===== src/rtl/mux_decoded_pipe_if.sv =====
// Request/response bundle for mux_decoded_pipe: one-hot way select in,
// pipelined selected way plus status out, valid/ready on both sides.
interface mux_decoded_pipe_if #(
  parameter int SINGLE_WAY_WIDTH_IN_BITS = 32,
  parameter int NUMBER_WAY               = 8,
  parameter int ERR_CNT_WIDTH            = 16
) ();
  localparam int IDX_W = $clog2(NUMBER_WAY);

  logic                                           request_valid_in;
  logic                                           request_ready_out;
  logic [SINGLE_WAY_WIDTH_IN_BITS*NUMBER_WAY-1:0] way_flatted_in;
  logic [NUMBER_WAY-1:0]                          sel_in;
  logic                                           err_clear_in;
  logic                                           valid_out;
  logic                                           ready_in;
  logic [SINGLE_WAY_WIDTH_IN_BITS-1:0]            way_flatted_out;
  logic [IDX_W-1:0]                               way_index_out;
  logic                                           hit_out;
  logic                                           multi_hot_out;
  logic [ERR_CNT_WIDTH-1:0]                       multi_hot_count_out;

  modport slave (
    input  request_valid_in, way_flatted_in, sel_in, err_clear_in, ready_in,
    output request_ready_out, valid_out, way_flatted_out, way_index_out,
           hit_out, multi_hot_out, multi_hot_count_out
  );

  modport master (
    output request_valid_in, way_flatted_in, sel_in, err_clear_in, ready_in,
    input  request_ready_out, valid_out, way_flatted_out, way_index_out,
           hit_out, multi_hot_out, multi_hot_count_out
  );
endinterface


===== src/rtl/mux_decoded_pipe.sv =====
// One-hot way mux with priority resolution for multi-hot selects, carried
// through NUM_STAGES elastic valid/ready stages, plus a saturating multi-hot counter.
module mux_decoded_pipe #(
  parameter int SINGLE_WAY_WIDTH_IN_BITS = 32,
  parameter int NUMBER_WAY               = 8,
  parameter int NUM_STAGES               = 2,
  parameter int PRIORITY_HIGH            = 0,
  parameter int ERR_CNT_WIDTH            = 16
) (
  input logic             clk_in,
  input logic             reset_n_in,
  mux_decoded_pipe_if.slave bus
);
  localparam int W     = SINGLE_WAY_WIDTH_IN_BITS;
  localparam int IDX_W = $clog2(NUMBER_WAY);
  localparam int LAST  = NUM_STAGES - 1;

  logic [W-1:0]     sel_data;
  logic [IDX_W-1:0] sel_idx;
  logic             sel_hit;
  logic             sel_mh;
  logic             in_xfer;

  // Later loop iterations overwrite earlier ones, so the scan direction picks the winner.
  always_comb begin
    sel_data = '0;
    sel_idx  = '0;
    if (PRIORITY_HIGH != 0) begin
      for (int k = 0; k < NUMBER_WAY; k++) begin
        if (bus.sel_in[k]) begin
          sel_idx  = IDX_W'(k);
          sel_data = bus.way_flatted_in[k*W +: W];
        end
      end
    end else begin
      for (int k = NUMBER_WAY - 1; k >= 0; k--) begin
        if (bus.sel_in[k]) begin
          sel_idx  = IDX_W'(k);
          sel_data = bus.way_flatted_in[k*W +: W];
        end
      end
    end
  end

  assign sel_hit = |bus.sel_in;
  assign sel_mh  = |(bus.sel_in & (bus.sel_in - NUMBER_WAY'(1)));

  logic [NUM_STAGES-1:0] vld_q;
  logic [NUM_STAGES-1:0] vld_d;
  logic [NUM_STAGES-1:0] stage_rdy;
  logic [W-1:0]          data_q [NUM_STAGES];
  logic [W-1:0]          data_d [NUM_STAGES];
  logic [IDX_W-1:0]      idx_q  [NUM_STAGES];
  logic [IDX_W-1:0]      idx_d  [NUM_STAGES];
  logic [NUM_STAGES-1:0] hit_q;
  logic [NUM_STAGES-1:0] hit_d;
  logic [NUM_STAGES-1:0] mh_q;
  logic [NUM_STAGES-1:0] mh_d;

  // Stage i may load if any stage from i to the end holds a bubble or the
  // consumer is taking the output; expanded so no signal feeds itself.
  always_comb begin
    for (int i = 0; i < NUM_STAGES; i++) begin
      stage_rdy[i] = bus.ready_in;
      for (int j = i; j < NUM_STAGES; j++) begin
        if (!vld_q[j]) stage_rdy[i] = 1'b1;
      end
    end
  end

  always_comb begin
    vld_d[0]  = bus.request_valid_in;
    data_d[0] = sel_data;
    idx_d[0]  = sel_idx;
    hit_d[0]  = sel_hit;
    mh_d[0]   = sel_mh;
    for (int i = 1; i < NUM_STAGES; i++) begin
      vld_d[i]  = vld_q[i-1];
      data_d[i] = data_q[i-1];
      idx_d[i]  = idx_q[i-1];
      hit_d[i]  = hit_q[i-1];
      mh_d[i]   = mh_q[i-1];
    end
  end

  always_ff @(posedge clk_in or negedge reset_n_in) begin
    if (!reset_n_in) begin
      vld_q <= '0;
      hit_q <= '0;
      mh_q  <= '0;
      for (int i = 0; i < NUM_STAGES; i++) begin
        data_q[i] <= '0;
        idx_q[i]  <= '0;
      end
    end else begin
      for (int i = 0; i < NUM_STAGES; i++) begin
        if (stage_rdy[i]) begin
          vld_q[i] <= vld_d[i];
          if (vld_d[i]) begin
            data_q[i] <= data_d[i];
            idx_q[i]  <= idx_d[i];
            hit_q[i]  <= hit_d[i];
            mh_q[i]   <= mh_d[i];
          end
        end
      end
    end
  end

  logic [ERR_CNT_WIDTH-1:0] cnt_q;
  logic [ERR_CNT_WIDTH-1:0] cnt_d;

  assign in_xfer = bus.request_valid_in && stage_rdy[0];

  // Clear wins over a same-cycle increment.
  always_comb begin
    cnt_d = cnt_q;
    if (bus.err_clear_in) begin
      cnt_d = '0;
    end else if (in_xfer && sel_mh && !(&cnt_q)) begin
      cnt_d = cnt_q + ERR_CNT_WIDTH'(1);
    end
  end

  always_ff @(posedge clk_in or negedge reset_n_in) begin
    if (!reset_n_in) cnt_q <= '0;
    else             cnt_q <= cnt_d;
  end

  assign bus.request_ready_out   = stage_rdy[0];
  assign bus.valid_out           = vld_q[LAST];
  assign bus.way_flatted_out     = data_q[LAST];
  assign bus.way_index_out       = idx_q[LAST];
  assign bus.hit_out             = hit_q[LAST];
  assign bus.multi_hot_out       = mh_q[LAST];
  assign bus.multi_hot_count_out = cnt_q;
endmodule


===== src/flat_wrapper.sv =====
// flat-port wrapper written by rule: the top's interface ports become plain ports
module mux_decoded_pipe_flat 
#(
  parameter int SINGLE_WAY_WIDTH_IN_BITS = 32,
  parameter int NUMBER_WAY               = 8,
  parameter int NUM_STAGES               = 2,
  parameter int PRIORITY_HIGH            = 0,
  parameter int ERR_CNT_WIDTH            = 16
)
  (clk_in, reset_n_in, bus_request_valid_in, bus_way_flatted_in, bus_sel_in, bus_err_clear_in, bus_ready_in, bus_request_ready_out, bus_valid_out, bus_way_flatted_out, bus_way_index_out, bus_hit_out, bus_multi_hot_out, bus_multi_hot_count_out);
  mux_decoded_pipe_if #(.SINGLE_WAY_WIDTH_IN_BITS(SINGLE_WAY_WIDTH_IN_BITS), .NUMBER_WAY(NUMBER_WAY), .ERR_CNT_WIDTH(ERR_CNT_WIDTH)) bus_i ();
  input logic clk_in;
  input logic reset_n_in;
  input wire logic [$bits(bus_i.request_valid_in)-1:0] bus_request_valid_in;
  input wire logic [$bits(bus_i.way_flatted_in)-1:0] bus_way_flatted_in;
  input wire logic [$bits(bus_i.sel_in)-1:0] bus_sel_in;
  input wire logic [$bits(bus_i.err_clear_in)-1:0] bus_err_clear_in;
  input wire logic [$bits(bus_i.ready_in)-1:0] bus_ready_in;
  output wire logic [$bits(bus_i.request_ready_out)-1:0] bus_request_ready_out;
  output wire logic [$bits(bus_i.valid_out)-1:0] bus_valid_out;
  output wire logic [$bits(bus_i.way_flatted_out)-1:0] bus_way_flatted_out;
  output wire logic [$bits(bus_i.way_index_out)-1:0] bus_way_index_out;
  output wire logic [$bits(bus_i.hit_out)-1:0] bus_hit_out;
  output wire logic [$bits(bus_i.multi_hot_out)-1:0] bus_multi_hot_out;
  output wire logic [$bits(bus_i.multi_hot_count_out)-1:0] bus_multi_hot_count_out;
  assign bus_i.request_valid_in = bus_request_valid_in;
  assign bus_i.way_flatted_in = bus_way_flatted_in;
  assign bus_i.sel_in = bus_sel_in;
  assign bus_i.err_clear_in = bus_err_clear_in;
  assign bus_i.ready_in = bus_ready_in;
  assign bus_request_ready_out = bus_i.request_ready_out;
  assign bus_valid_out = bus_i.valid_out;
  assign bus_way_flatted_out = bus_i.way_flatted_out;
  assign bus_way_index_out = bus_i.way_index_out;
  assign bus_hit_out = bus_i.hit_out;
  assign bus_multi_hot_out = bus_i.multi_hot_out;
  assign bus_multi_hot_count_out = bus_i.multi_hot_count_out;
  mux_decoded_pipe #(.SINGLE_WAY_WIDTH_IN_BITS(SINGLE_WAY_WIDTH_IN_BITS), .NUMBER_WAY(NUMBER_WAY), .NUM_STAGES(NUM_STAGES), .PRIORITY_HIGH(PRIORITY_HIGH), .ERR_CNT_WIDTH(ERR_CNT_WIDTH)) u_core (.clk_in(clk_in), .reset_n_in(reset_n_in), .bus(bus_i));
endmodule

===== config.mk =====
export PLATFORM = sky130hd
export DESIGN_NAME = mux_decoded_pipe_flat
export DESIGN_NICKNAME = d
export VERILOG_FILES = /design/src/rtl/mux_decoded_pipe_if.sv /design/src/rtl/mux_decoded_pipe.sv /design/src/flat_wrapper.sv
export SDC_FILE = /design/constraint.sdc
export NUM_CORES = 1
export LEC_CHECK = 0
export BUFFER_PORTS_ARGS = -buffer_cell sky130_fd_sc_hd__buf_2
export CAP_MARGIN = 20
export CELL_PAD_IN_SITES_DETAIL_PLACEMENT = 0
export CELL_PAD_IN_SITES_GLOBAL_PLACEMENT = 2
export CORE_ASPECT_RATIO = 2
export CORE_MARGIN = 1.5
export CORE_UTILIZATION = 26
export CTS_CLUSTER_DIAMETER = 150
export DETAILED_ROUTE_END_ITERATION = 8
export MAX_ROUTING_LAYER = met4
export PLACE_DENSITY_LB_ADDON = 0.1
export SLEW_MARGIN = 30
export SYNTH_ARGS = -nofsm -noshare
export SYNTH_HDL_FRONTEND = slang
export SYNTH_SLANG_ARGS = --single-unit

===== constraint.sdc =====
create_clock -name clk_in -period 5.4 [get_ports clk_in]
set_clock_uncertainty 0.15 [all_clocks]
set_input_delay 0.81 -clock clk_in [delete_from_list [all_inputs] [get_ports clk_in]]
set_output_delay 0.81 -clock clk_in [all_outputs]
set_load 0.03 [all_outputs]

==> results.md, run 1 <==
* Outcome: complete, no violations
* Critical Path Source Type: input port
* Ys Warns at 0
* Power share of the sequential group at roughly two fifths
* Pre-CTS WS at just under 2 ns
* Critical path capture point: u_core.bus.multi_hot_count_out[13]$_DFFE_PN0P_
* Vias per std cell at 5.114
* Most frequent cells in the layout: buf_2, dfrtp_1, a221oi_1, nand2_1, a21oi_1
* Max VDD drop at roughly 0.17 mV
* DRT Wirelength at 23.76 mm
* CTS tree: built
* Critical Path RT at between 5 and 6 ns
* CP startpoint: bus_sel_in[3]
* CP Cell Sequence: buf_2 > buf_4 > or4_4 > nor4_4 > o32ai_4 > nand3_4 > nor3_2 > mux2_4
* Post-cts sizing count at 0
* Uppermost layer routed: met4
* Global route overflow at 0
* Commonest non-fill, non-tap cell in the layout: buf_2
* Post-CTS Setup Repair Bufs at 0
* Seq/Total Area, Yosys at between 40% and 50%
* Fin Hold WS at around 0.27 ns
* Clk sinks at 92
* Reg-to-reg setup timing slack at between 2 and 3 ns
* H-Tree Depth at 3
* Reg2reg path depth at 7
* Max-Cap Viols at 0
* RSZ-0062 raised after global routing: false
* First-pass GRT wire length at 35.36 mm
* Flip-flop and latch area at between 2000 and 2500 um^2
* Total negative slack at 0 ns
* Root Buffer: clkbuf_16
* 1st-pass router iterations at 5
* Filler cells at 2,269
* Placer Congestion at 0.9318
* Clock latency on the worst-skew pair at between 0.3 and 0.4 ns
* CP max stage cell: o32ai_4
* Area of the multi-input gates at around 2900 um^2
* CTS Buf Count at 9
* Measured slew at the worst slew-check pin at 0.9162 ns
* Synth Instances at approximately 610
* Fmax at 0.3235 GHz
* Vias at 6,055
* Final Hold Viols at 0
* Worst Path Max Fanout at 69
* Routed met1 length at roughly 8.4 mm
* Routed wl met3 at approximately 1.3 mm
* # port buffers at about 320
* PwrDens at 279.2 nW/um^2
* Fin crit period at a little over 3 ns
* Cell depth of the worst setup path at 8
* Crit end category: flip-flop
* Avg Cell Area, Syn at 9.151 um^2
* Overall Global Routing Usage at 21.39%
* Max-slew headroom at 38.64%
* Antenna violations before repair at 16
* CP peak stage delay at roughly 0.7 ns
* Count of final setup violators at 0
* Final #Nets at 1,164
* Max Root-Sink Buffers at 2
* Row cnt at 75
* Die area at approximately 22,000 um^2
* CORE AREA at between 20,000 and 25,000 um^2
* Initial Utilization at 26.51%
* Logic pwr share at 30.1%
* CP Buf/Inv Count at 2
* Clk slew on worst S/H paths at around 0.060 ns
* RR Startpoint: u_core.vld_q[0]$_DFFE_PN0N_
* Switch share at roughly 33%
* RR Endpoint: u_core.bus.multi_hot_count_out[13]$_DFFE_PN0P_
* Critical path class: in2reg
* Share of cells above drive strength 1 at between 40% and 50%
* Setup WS post-layout at between 2 and 2.5 ns
* Worst path top cell family by delay: compound AO/OA/AOI/OAI gates
* Met2 WL at around 13 mm
* Leak Pwr at approximately 3.7 nW
* Worst min-delay path class: in2async
* WP data arrival at roughly 3.2 ns
* Post-Syn Nets at slightly below 900
* Flops & latches, synth at 92
* Area growth from synthesis to final layout at 38.21%
* Part of the power in the clock network at around 30%
* Cell internal pwr at 0.001436 W
* DRC viols at 0
* Synthesized area at 5573 um^2
* Synth cell types at 47
* Sw Pwr at ~0.0007 W
* First-iteration detailed-routing DRC count at between 300 and 400
* Largest net degree at the start of global routing at 70
* Post-Place Cells at between 1,000 and 1,500
* Top-Level Pins at roughly 320
* Routed wire per std cell at 20.07 um
* Die width at roughly 110 um
* Hold buffers post-CTS at 0
* Vias in the first global route at about 6,300
* DRT antenna net count at 0
* Pins Over Slew Limit at 0
* Die H at ~210 um
* Fin crit share at 57.24%
* DP HPWL at 19.21 mm
* Non-Filler Instances at ~1,200
## layout make-up
class | count | area share [%]
clock buffer | 12 | 3.330
clock inverter | 4 | 0.6173
antenna | 16 | 0.5198
sequential | 92 | 29.89
inverter | 37 | 1.803
tap | 269 | 4.370
multi-input combinational | 422 | 37.57
timing repair buffer | 332 | 21.90
## worst register-to-register path: stages (launching register included)
cell and delay [ns]:
dfrtp_1 0.41, nand3b_1 0.18, nand2_2 0.07, buf_4 0.29, a41oi_2 0.77, nand3_4 0.17
nor3_2 0.19, mux2_4 0.32
## per-stage QoR
step                      power [W]  instance area, um^2  utilization, %
after floorplan            0.001251                 5573               -
after global placement     0.001530                 7347           34.95
after detailed placement   0.001537                 7352           34.98
after CTS                  0.002179                 7656           36.42
after global routing       0.002260                 7702           36.64
final                      0.002150                 7702           36.64
## power groups by stage
stage          clock [W]  sequential [W]  combinational, W
6_report        0.000635        0.000869          0.000646
5_1_grt         0.000676        0.000885          0.000699
4_1_cts         0.000654        0.000872          0.000654
3_5_place_dp           0        0.000885          0.000652
3_3_place_gp           0        0.000883          0.000647
2_1_floorplan          0         0.00101          0.000242
## per-layer routing
layer | track usage, % | vias to the layer above
li1 | - | 2883
met1 | 22.42 | 2842
met2 | 37.60 | 282
met3 | 2.876 | 48
met4 | 12.97 | 0
met5 | - | -
## cells in the mapped netlist, drive strengths merged
library cell | n | area share, %
a2111oi | 2 | 0.31
a21oi | 47 | 4.2
a221oi | 74 | 12
a31oi | 8 | 0.90
a41oi | 2 | 0.45
and2 | 1 | 0.11
and3 | 4 | 0.45
and4 | 1 | 0.16
and4b | 1 | 0.18
buf | 20 | 2.1
clkbuf | 38 | 2.6
dfrtp | 92 | 41
ha | 1 | 0.22
inv | 37 | 2.5
maj3 | 2 | 0.36
mux2 | 39 | 8.0
nand2 | 55 | 3.7
nand2b | 5 | 0.56
nand3 | 12 | 1.4
nand3b | 1 | 0.13
nand4 | 3 | 0.34
nand4b | 1 | 0.16
nor2 | 24 | 1.6
nor2b | 4 | 0.45
nor3 | 10 | 1.2
nor4 | 1 | 0.38
o21ai | 32 | 2.9
o221ai | 1 | 0.16
o22ai | 32 | 3.6
o31ai | 13 | 1.8
o32ai | 1 | 0.49
or2 | 2 | 0.22
or3 | 29 | 3.3
or4 | 1 | 0.20
xnor2 | 2 | 0.31
xor2 | 11 | 1.7
## worst min-delay path by stage
stage	from	endpoint	slack (ns)	depth (start not counted)
finish	reset_n_in	u_core.bus.way_flatted_out[11]$_DFFE_PN0P_	0.27	1
global route	reset_n_in	u_core.vld_q[0]$_DFFE_PN0N_	0.30	1
CTS	reset_n_in	u_core.vld_q[1]$_DFFE_PN0N_	0.27	1
detailed placement	u_core.idx_d[0]$_DFFE_PN0P_	u_core.idx_d[0]$_DFFE_PN0P_	0.32	2
global placement	u_core.mh_q[0]$_DFFE_PN0P_	u_core.mh_q[0]$_DFFE_PN0P_	0.31	2
floorplan	u_core.idx_d[0]$_DFFE_PN0P_	u_core.idx_d[0]$_DFFE_PN0P_	0.28	2
## cells by family after synthesis
| family | Yosys count | share of synthesized area, % |
|---|---|---|
| flops | 92 | 41.31 |
| compound gates | 212 | 26.38 |
| xor+xnor | 13 | 2.043 |
| simple gates | 155 | 14.53 |
| buf+inv | 95 | 7.140 |
| mux | 39 | 8.015 |
| fa+ha+maj | 3 | 0.5837 |
## flip-flops by register name (all words and copies together), names as in the netlist
register                        count
u_core.vld_q                        2
u_core.idx_d                        3
u_core.bus.multi_hot_count_out     16
u_core.mh_q                         2
u_core.data_d                      32
u_core.hit_q                        2
u_core.bus.way_flatted_out         32
u_core.bus.way_index_out            3
Note: power is estimated with default switching activity, not from simulation.
==> inputs of run 2 (changes only) <==
--- a/config.mk
+++ b/config.mk
@@ -11,7 +11,7 @@
 export CELL_PAD_IN_SITES_GLOBAL_PLACEMENT = 2
 export CORE_ASPECT_RATIO = 2
 export CORE_MARGIN = 1.5
-export CORE_UTILIZATION = 26
+export CORE_UTILIZATION = 24
 export CTS_CLUSTER_DIAMETER = 150
 export DETAILED_ROUTE_END_ITERATION = 8
 export MAX_ROUTING_LAYER = met4
==> constraint.sdc (replaced) <==
create_clock -name clk_in -period 3 [get_ports clk_in]
set_clock_uncertainty 0.15 [all_clocks]
set_input_delay 0.45 -clock clk_in [delete_from_list [all_inputs] [get_ports clk_in]]
set_output_delay 0.45 -clock clk_in [all_outputs]
set_load 0.03 [all_outputs]
==> run 2 against run 1 <==
Compared with the run above: die area increased by 8.2%; critical path depth shrank 1; sequential power rose by 81%; critical path type is now reg2reg; global-route usage shrank 2.3 points; clock power up 81%; worst hold slack lost 0.082 ns; via count is 0.18% lower; sequential cell count unchanged; routed wire length down 2.7%; critical endpoint is now u_core.bus.multi_hot_count_out[15]$_DFFE_PN0P_.
==> results.md, run 2 (same netlist as run 1, synthesis figures left out) <==
* Overall Global Routing Usage at 19.07%
* Share of cells above drive strength 1 at about 45%
* WP data arrival at 2.42 ns
* Outcome: complete, no violations
* Root Buffer: clkbuf_16
* Initial Utilization at approximately a quarter
* H-Tree Depth at 3
* DRC viols at 0
* RR Endpoint: u_core.bus.multi_hot_count_out[15]$_DFFE_PN0P_
* Fin crit share at approximately 78%
* RR Startpoint: u_core.bus.multi_hot_count_out[0]$_DFFE_PN0P_
* Crit end category: flip-flop
* Worst min-delay path class: in2reg
* Filler cells at between 2,000 and 2,500
* 1st-pass router iterations at 5
* Pins Over Slew Limit at 0
* Antenna violations before repair at 9
* Max Root-Sink Buffers at 2
* Row cnt at slightly below 80
* Max-slew headroom at 39.22%
* Die H at ~220 um
* Die area at around 24,000 um^2
* Max-Cap Viols at 0
* CTS Buf Count at 9
* CTS tree: built
* First-pass GRT wire length at ~35 mm
* Worst Path Max Fanout at 8
* Largest net degree at the start of global routing at 65
* Vias per std cell at 5.054
* Die width at about 110 um
* Critical Path Source Type: flip-flop
* DRT antenna net count at 0
* Critical path class: reg2reg
* Worst hold path depth at 2
* # port buffers at around 320
* Clock latency on the worst-skew pair at 0.34 ns
* Measured slew at the worst slew-check pin at between 0.9 and 1 ns
* First-iteration detailed-routing DRC count at 270
* Reg2reg path depth at 7
* Global route overflow at 0
* Hold buffers post-CTS at 1
* RSZ-0062 raised after global routing: false
* Hold endpoint: u_core.vld_q[0]$_DFFE_PN0N_
* Clk sinks at between 90 and 100
* Max VDD drop at approximately 0.25 mV
* PwrDens at approximately 500 nW/um^2
* Fin crit period at between 2 and 2.5 ns
* Clk slew on worst S/H paths at 0.07 ns
* Vias in the first global route at between 6,000 and 7,000
* Most frequent cells in the layout: buf_2, dfrtp_1, a221oi_1, nand2_1, a21oi_1
* Placer Congestion at roughly 0.86
* CP Buf/Inv Count at 0
* Post-cts sizing count at 0
* Final Power at 0.003881 W
* Total negative slack at 0 ns
* Final #Nets at 1,172
* Min-delay src: bus_request_valid_in
* Post-Place Cells at 1,170
* Post-CTS Setup Repair Bufs at 0
* Worst path top cell family by delay: simple AND/OR/NAND/NOR gates
* CP peak stage delay at approximately 0.5 ns
* Fmax at between 0.4 and 0.5 GHz
* Count of final setup violators at 0
* CP Cell Sequence: ha_1 > nand4_1 > nor2_1 > a41oi_2 > nand3_4 > nor3_2 > mux2_4
* Vias at ~6,000
* Final Hold Viols at 0
* DRT Wirelength at 23.11 mm
* Reg-to-reg setup timing slack at between 0.6 and 0.7 ns
* DP HPWL at ~19 mm
* Top-Level Pins at 324
* CORE AREA at between 20,000 and 25,000 um^2
* Non-Filler Instances at 1,196
* CP max stage cell: a41oi_2
* Leak Pwr at approximately 3.8 nW
* Area growth from synthesis to final layout at 39.27%
* Critical Path RT at between 3 and 4 ns
* Commonest non-fill, non-tap cell in the layout: buf_2
* Routed wire per std cell at approximately 19 um
-- run 2: how the worst max path moves through the flow --
| stage | to | slack [ns] | startpoint | cells past startpoint |
|---|---|---|---|---|
| 6_report | u_core.bus.multi_hot_count_out[15]$_DFFE_PN0P_ | 0.66 | u_core.bus.multi_hot_count_out[0]$_DFFE_PN0P_ | 7 |
| 3_3_place_gp | u_core.data_d[16]$_DFFE_PN0P_ | 0.32 | bus_sel_in[0] | 5 |
| 3_5_place_dp | u_core.data_d[16]$_DFFE_PN0P_ | 0.16 | bus_sel_in[4] | 7 |
| 2_1_floorplan | u_core.bus.multi_hot_count_out[14]$_DFFE_PN0P_ | 0.78 | u_core.bus.multi_hot_count_out[0]$_DFFE_PN0P_ | 8 |
| 4_1_cts | u_core.data_d[16]$_DFFE_PN0P_ | 0.53 | bus_sel_in[4] | 7 |
| 5_1_grt | u_core.bus.multi_hot_count_out[13]$_DFFE_PN0P_ | 0.54 | u_core.bus.multi_hot_count_out[0]$_DFFE_PN0P_ | 7 |
-- run 2: through the flow --
step | util (%) | setup WS (ns) | hold slack (ns) | area [um^2]
finish | 34.13 | 0.6591 | 0.1847 | 7761
global route | 34.13 | 0.5361 | 0.1888 | 7761
CTS | 34.03 | 0.5298 | 0.1695 | 7737
detailed placement | 32.66 | 0.1598 | 0.3178 | 7426
global placement | 32.66 | 0.3174 | 0.3138 | 7426
floorplan | - | 0.7845 | 0.004409 | 5573
-- run 2: area by class of cell --
| class | instances | area, um^2 | share of cell area, % |
|---|---|---|---|
| sequential | 92 | 2302 | 29.66 |
| clock inverter | 6 | 62.56 | 0.8061 |
| inverter | 37 | 138.9 | 1.789 |
| tap | 280 | 350.3 | 4.514 |
| timing repair buffer | 340 | 1762 | 22.70 |
| antenna | 9 | 22.52 | 0.2902 |
| multi-input combinational | 422 | 2884 | 37.16 |
| clock buffer | 10 | 239.0 | 3.079 |
-- run 2: where the power goes --
| part | total, W | internal, W | switching, W |
|---|---|---|---|
| Combinational | 0.00116 | 0.000459 | 0.000699 |
| Clock | 0.00115 | 0.000669 | 0.000483 |
| Sequential | 0.00157 | 0.00144 | 0.000127 |
-- run 2: metal layers --
layer,GRT usage (%),share of wire [%]
met5,-,0
met4,7.735,2.7
met3,3.245,5.7
met2,34.38,55
met1,20.65,37
==> inputs of run 3 (changes only) <==
--- a/config.mk
+++ b/config.mk
@@ -5,13 +5,14 @@
 export SDC_FILE = /design/constraint.sdc
 export NUM_CORES = 1
 export LEC_CHECK = 0
+export ABC_AREA = 1
 export BUFFER_PORTS_ARGS = -buffer_cell sky130_fd_sc_hd__buf_2
 export CAP_MARGIN = 20
 export CELL_PAD_IN_SITES_DETAIL_PLACEMENT = 0
 export CELL_PAD_IN_SITES_GLOBAL_PLACEMENT = 2
 export CORE_ASPECT_RATIO = 2
 export CORE_MARGIN = 1.5
-export CORE_UTILIZATION = 24
+export CORE_UTILIZATION = 21
 export CTS_CLUSTER_DIAMETER = 150
 export DETAILED_ROUTE_END_ITERATION = 8
 export MAX_ROUTING_LAYER = met4
==> constraint.sdc (replaced) <==
create_clock -name clk_in -period 2.1 [get_ports clk_in]
set_clock_uncertainty 0.15 [all_clocks]
set_input_delay 0.315 -clock clk_in [delete_from_list [all_inputs] [get_ports clk_in]]
set_output_delay 0.315 -clock clk_in [all_outputs]
set_load 0.03 [all_outputs]
==> run 3 against run 2 <==
Compared with the run above: critical path depth did not move; die area rose by 25%; sequential power rose by 50%.
==> results.md, run 3 <==
* Outcome: complete, no violations
* Measured slew at the worst slew-check pin at 0.4857 ns
* Reg-to-reg setup timing slack at approximately 0.37 ns
* Vias in the first global route at 7,252
* RSZ-0062 raised after global routing: false
* DRC viols at 0
* Clock latency on the worst-skew pair at ~0.36 ns
* Post-synth top cells: nand2_1, nor2_1, dfrtp_1, o21ai_0, a21oi_1
* Clk slew on worst S/H paths at 0.07 ns
* Flops & latches, synth at 92
* PwrDens at 745.3 nW/um^2
* Critical Path RT at 2.19 ns
* CTS Buf Count at 9
* Final Core Density at 30.19%
* Vias per std cell at 4.634
* Row cnt at ~90
* Post-Syn Nets at 1,099
* Dominant cells by area after synthesis: dfrtp_1, nand2_1, o21ai_0, a21oi_1, mux2_2
* Final #Nets at 1,415
* Total negative slack at 0 ns
* Count of final setup violators at 0
* Reg2reg path depth at 7
* Max VDD drop at 0.4321 mV
* Synth Instances at around 830
* Leak Pwr at approximately 4.1 nW
* Crit end category: flip-flop
* Fmax at 0.5795 GHz
* Synthesized area at 6122 um^2
* Fin crit share at just over 80%
* H-Tree Depth at 3
* Commonest non-fill, non-tap cell in the layout: buf_2
* CTS tree: built
* Overall Global Routing Usage at between 20% and 30%
* Critical Path Source Type: flip-flop
* Flip-flop and latch area at between 2000 and 2500 um^2
* Critical path capture point: u_core.data_d[8]$_DFFE_PN0P_
* WP data arrival at between 1.5 and 2 ns
* Top-Level Pins at 324
* Asr flop ratio synth at 100.0%
* Pins Over Slew Limit at 0
* Initial Utilization at about a fifth
* Synth cell types at 37
* Area growth from synthesis to final layout at 41.69%
* DP HPWL at 25.55 mm
* Fin crit period at between 1.5 and 2 ns
* Avg Cell Area, Syn at approximately 7.4 um^2
* Worst Path Max Fanout at 23
* Placer Congestion at a little under 0.8
* Max-Cap Viols at 0
* Die H at ~240 um
* Filler cells at 3,216
* Top_reg_cell synth: dfrtp_1
* Critical path class: reg2reg
* DRT antenna net count at 0
* RR Endpoint: u_core.data_d[8]$_DFFE_PN0P_
* Final Hold Viols at 0
* RR Startpoint: u_core.vld_q[1]$_DFFE_PN0N_
* First-pass GRT wire length at 44.08 mm
* Area of the multi-input gates at 3437 um^2
* Worst min-delay path class: in2reg
* Global route overflow at 0
* Die width at about 120 um
* Most frequent cells in the layout: buf_2, nand2_1, nor2_1, dfrtp_1, o21ai_0
* Share of cells above drive strength 1 at between 30% and 40%
* # port buffers at roughly 320
* Antenna violations before repair at 6
* Clk sinks at 92
* Ys Warns at 0
* Cell with the most instances after synthesis: nand2_1
* Die area at roughly 30,000 um^2
* Routed wire per std cell at around 20 um
* Root Buffer: clkbuf_16
* Post-synth EDFFs at 0
* DRT Wirelength at 30.99 mm
* Max-slew headroom at 67.62%
* CP startpoint: u_core.vld_q[1]$_DFFE_PN0N_
* Largest net degree at the start of global routing at between 40 and 50
* Max Root-Sink Buffers at 2
* Post-cts sizing count at 0
* Synth area leader: dfrtp_1
* Post-synth top area share at between 30% and 40%
* 1st-pass router iterations at 4
* First-iteration detailed-routing DRC count at 275
* Seq/Total Area, Yosys at between 30% and 40%
* CORE AREA at 28,740 um^2
* Vias at between 7,000 and 8,000
-- run 3: changes by cell type in the layout (fill, tap and decap cells not counted), moves of 30 or more --
| cell | delta |
|---|---|
| nand2_1 | +128 |
| nor2_1 | +70 |
| o21ai_0 | +58 |
| a221oi_1 | -54 |
| a21o_1 | +31 |
| o211ai_1 | +31 |
| a21oi_1 | +30 |
| o22ai_1 | -30 |
-- run 3: critical path, stage by stage, from the launching register on --
cell and delay, ns:
dfrtp_1 0.39, nand3_1 0.12, nand2_1 0.13, inv_2 0.24, buf_4 0.33, nand2_1 0.10, o21ai_0 0.08, a21oi_1 0.06
-- run 3: area by class of cell --
| cell class | instances | share of cell area (%) |
|---|---|---|
| multi-input cells | 648 | 39.62 |
| flip-flops and latches | 92 | 26.54 |
| repair buffers | 370 | 23.77 |
| well taps | 360 | 5.193 |
| clock buffers | 9 | 2.596 |
| clock inverters | 6 | 1.039 |
| inverters | 24 | 1.039 |
| diodes | 7 | 0.2019 |
-- run 3: how the worst min path moves through the flow --
stage                      startpoint                                            end  slack, ns  cells after the start
2_1_floorplan              reset_n_in  u_core.bus.multi_hot_count_out[0]$_DFFE_PN0P_      -0.13                      0
3_3_place_gp               reset_n_in     u_core.bus.way_flatted_out[25]$_DFFE_PN0P_       0.16                      1
3_5_place_dp               reset_n_in                     u_core.mh_q[1]$_DFFE_PN0P_       0.17                      1
4_1_cts        bus_way_flatted_in[31]                  u_core.data_d[31]$_DFFE_PN0P_       0.08                      3
5_1_grt        bus_way_flatted_in[38]                   u_core.data_d[6]$_DFFE_PN0P_       0.12                      3
6_report       bus_way_flatted_in[31]                  u_core.data_d[31]$_DFFE_PN0P_        0.1                      3
-- run 3: cell families after synthesis --
kind of cell             count (synthesis)  synth area share (%)
XOR/XNOR                                11                 1.574
buffers and inverters                   89                 6.376
AND/OR/NAND/NOR                        354                 23.93
flip-flops                              92                 37.60
multiplexers                            32                 5.886
adder cells (fa/ha/maj)                  1                0.2043
AO/OA/AOI/OAI                          250                 24.42
-- run 3: what timing repair did --
item	4_1_cts	5_1_grt
hold endpoints to repair	29	0
hold buffers	1	0
buffers inserted	0	0
-- run 3: where the power goes --
| group | internal (W) | switching (W) |
|---|---|---|
| combinational | 0.000871 | 0.00148 |
| sequential | 0.00216 | 0.000198 |
| clock | 0.00104 | 0.000721 |
| total | 0.00406 | 0.00240 |
-- run 3: per-stage QoR --
step	hold slack, ns	instance area (um^2)	cells	setup WS (ns)	power [W]
floorplan	-0.1306	6122	829	0.1279	0.003720
global placement	0.1575	8332	1493	0.2244	0.004774
detailed placement	0.1655	8332	1493	0.1324	0.004782
CTS	0.07712	8657	1509	0.3440	0.006592
global route	0.1172	8672	1515	0.2103	0.006835
finish	0.09814	8675	1516	0.3744	0.006465
-- run 3: routing by layer --
metal	wire length, um	vias up	track usage (%)	part of all wire (%)
met2	17540	224	39.45	57
met1	10810	3284	20.26	35
met4	615	0	6.187	2.0
met5	0	-	-	0
li1	-	3489	-	-
met3	2019	28	4.291	6.5
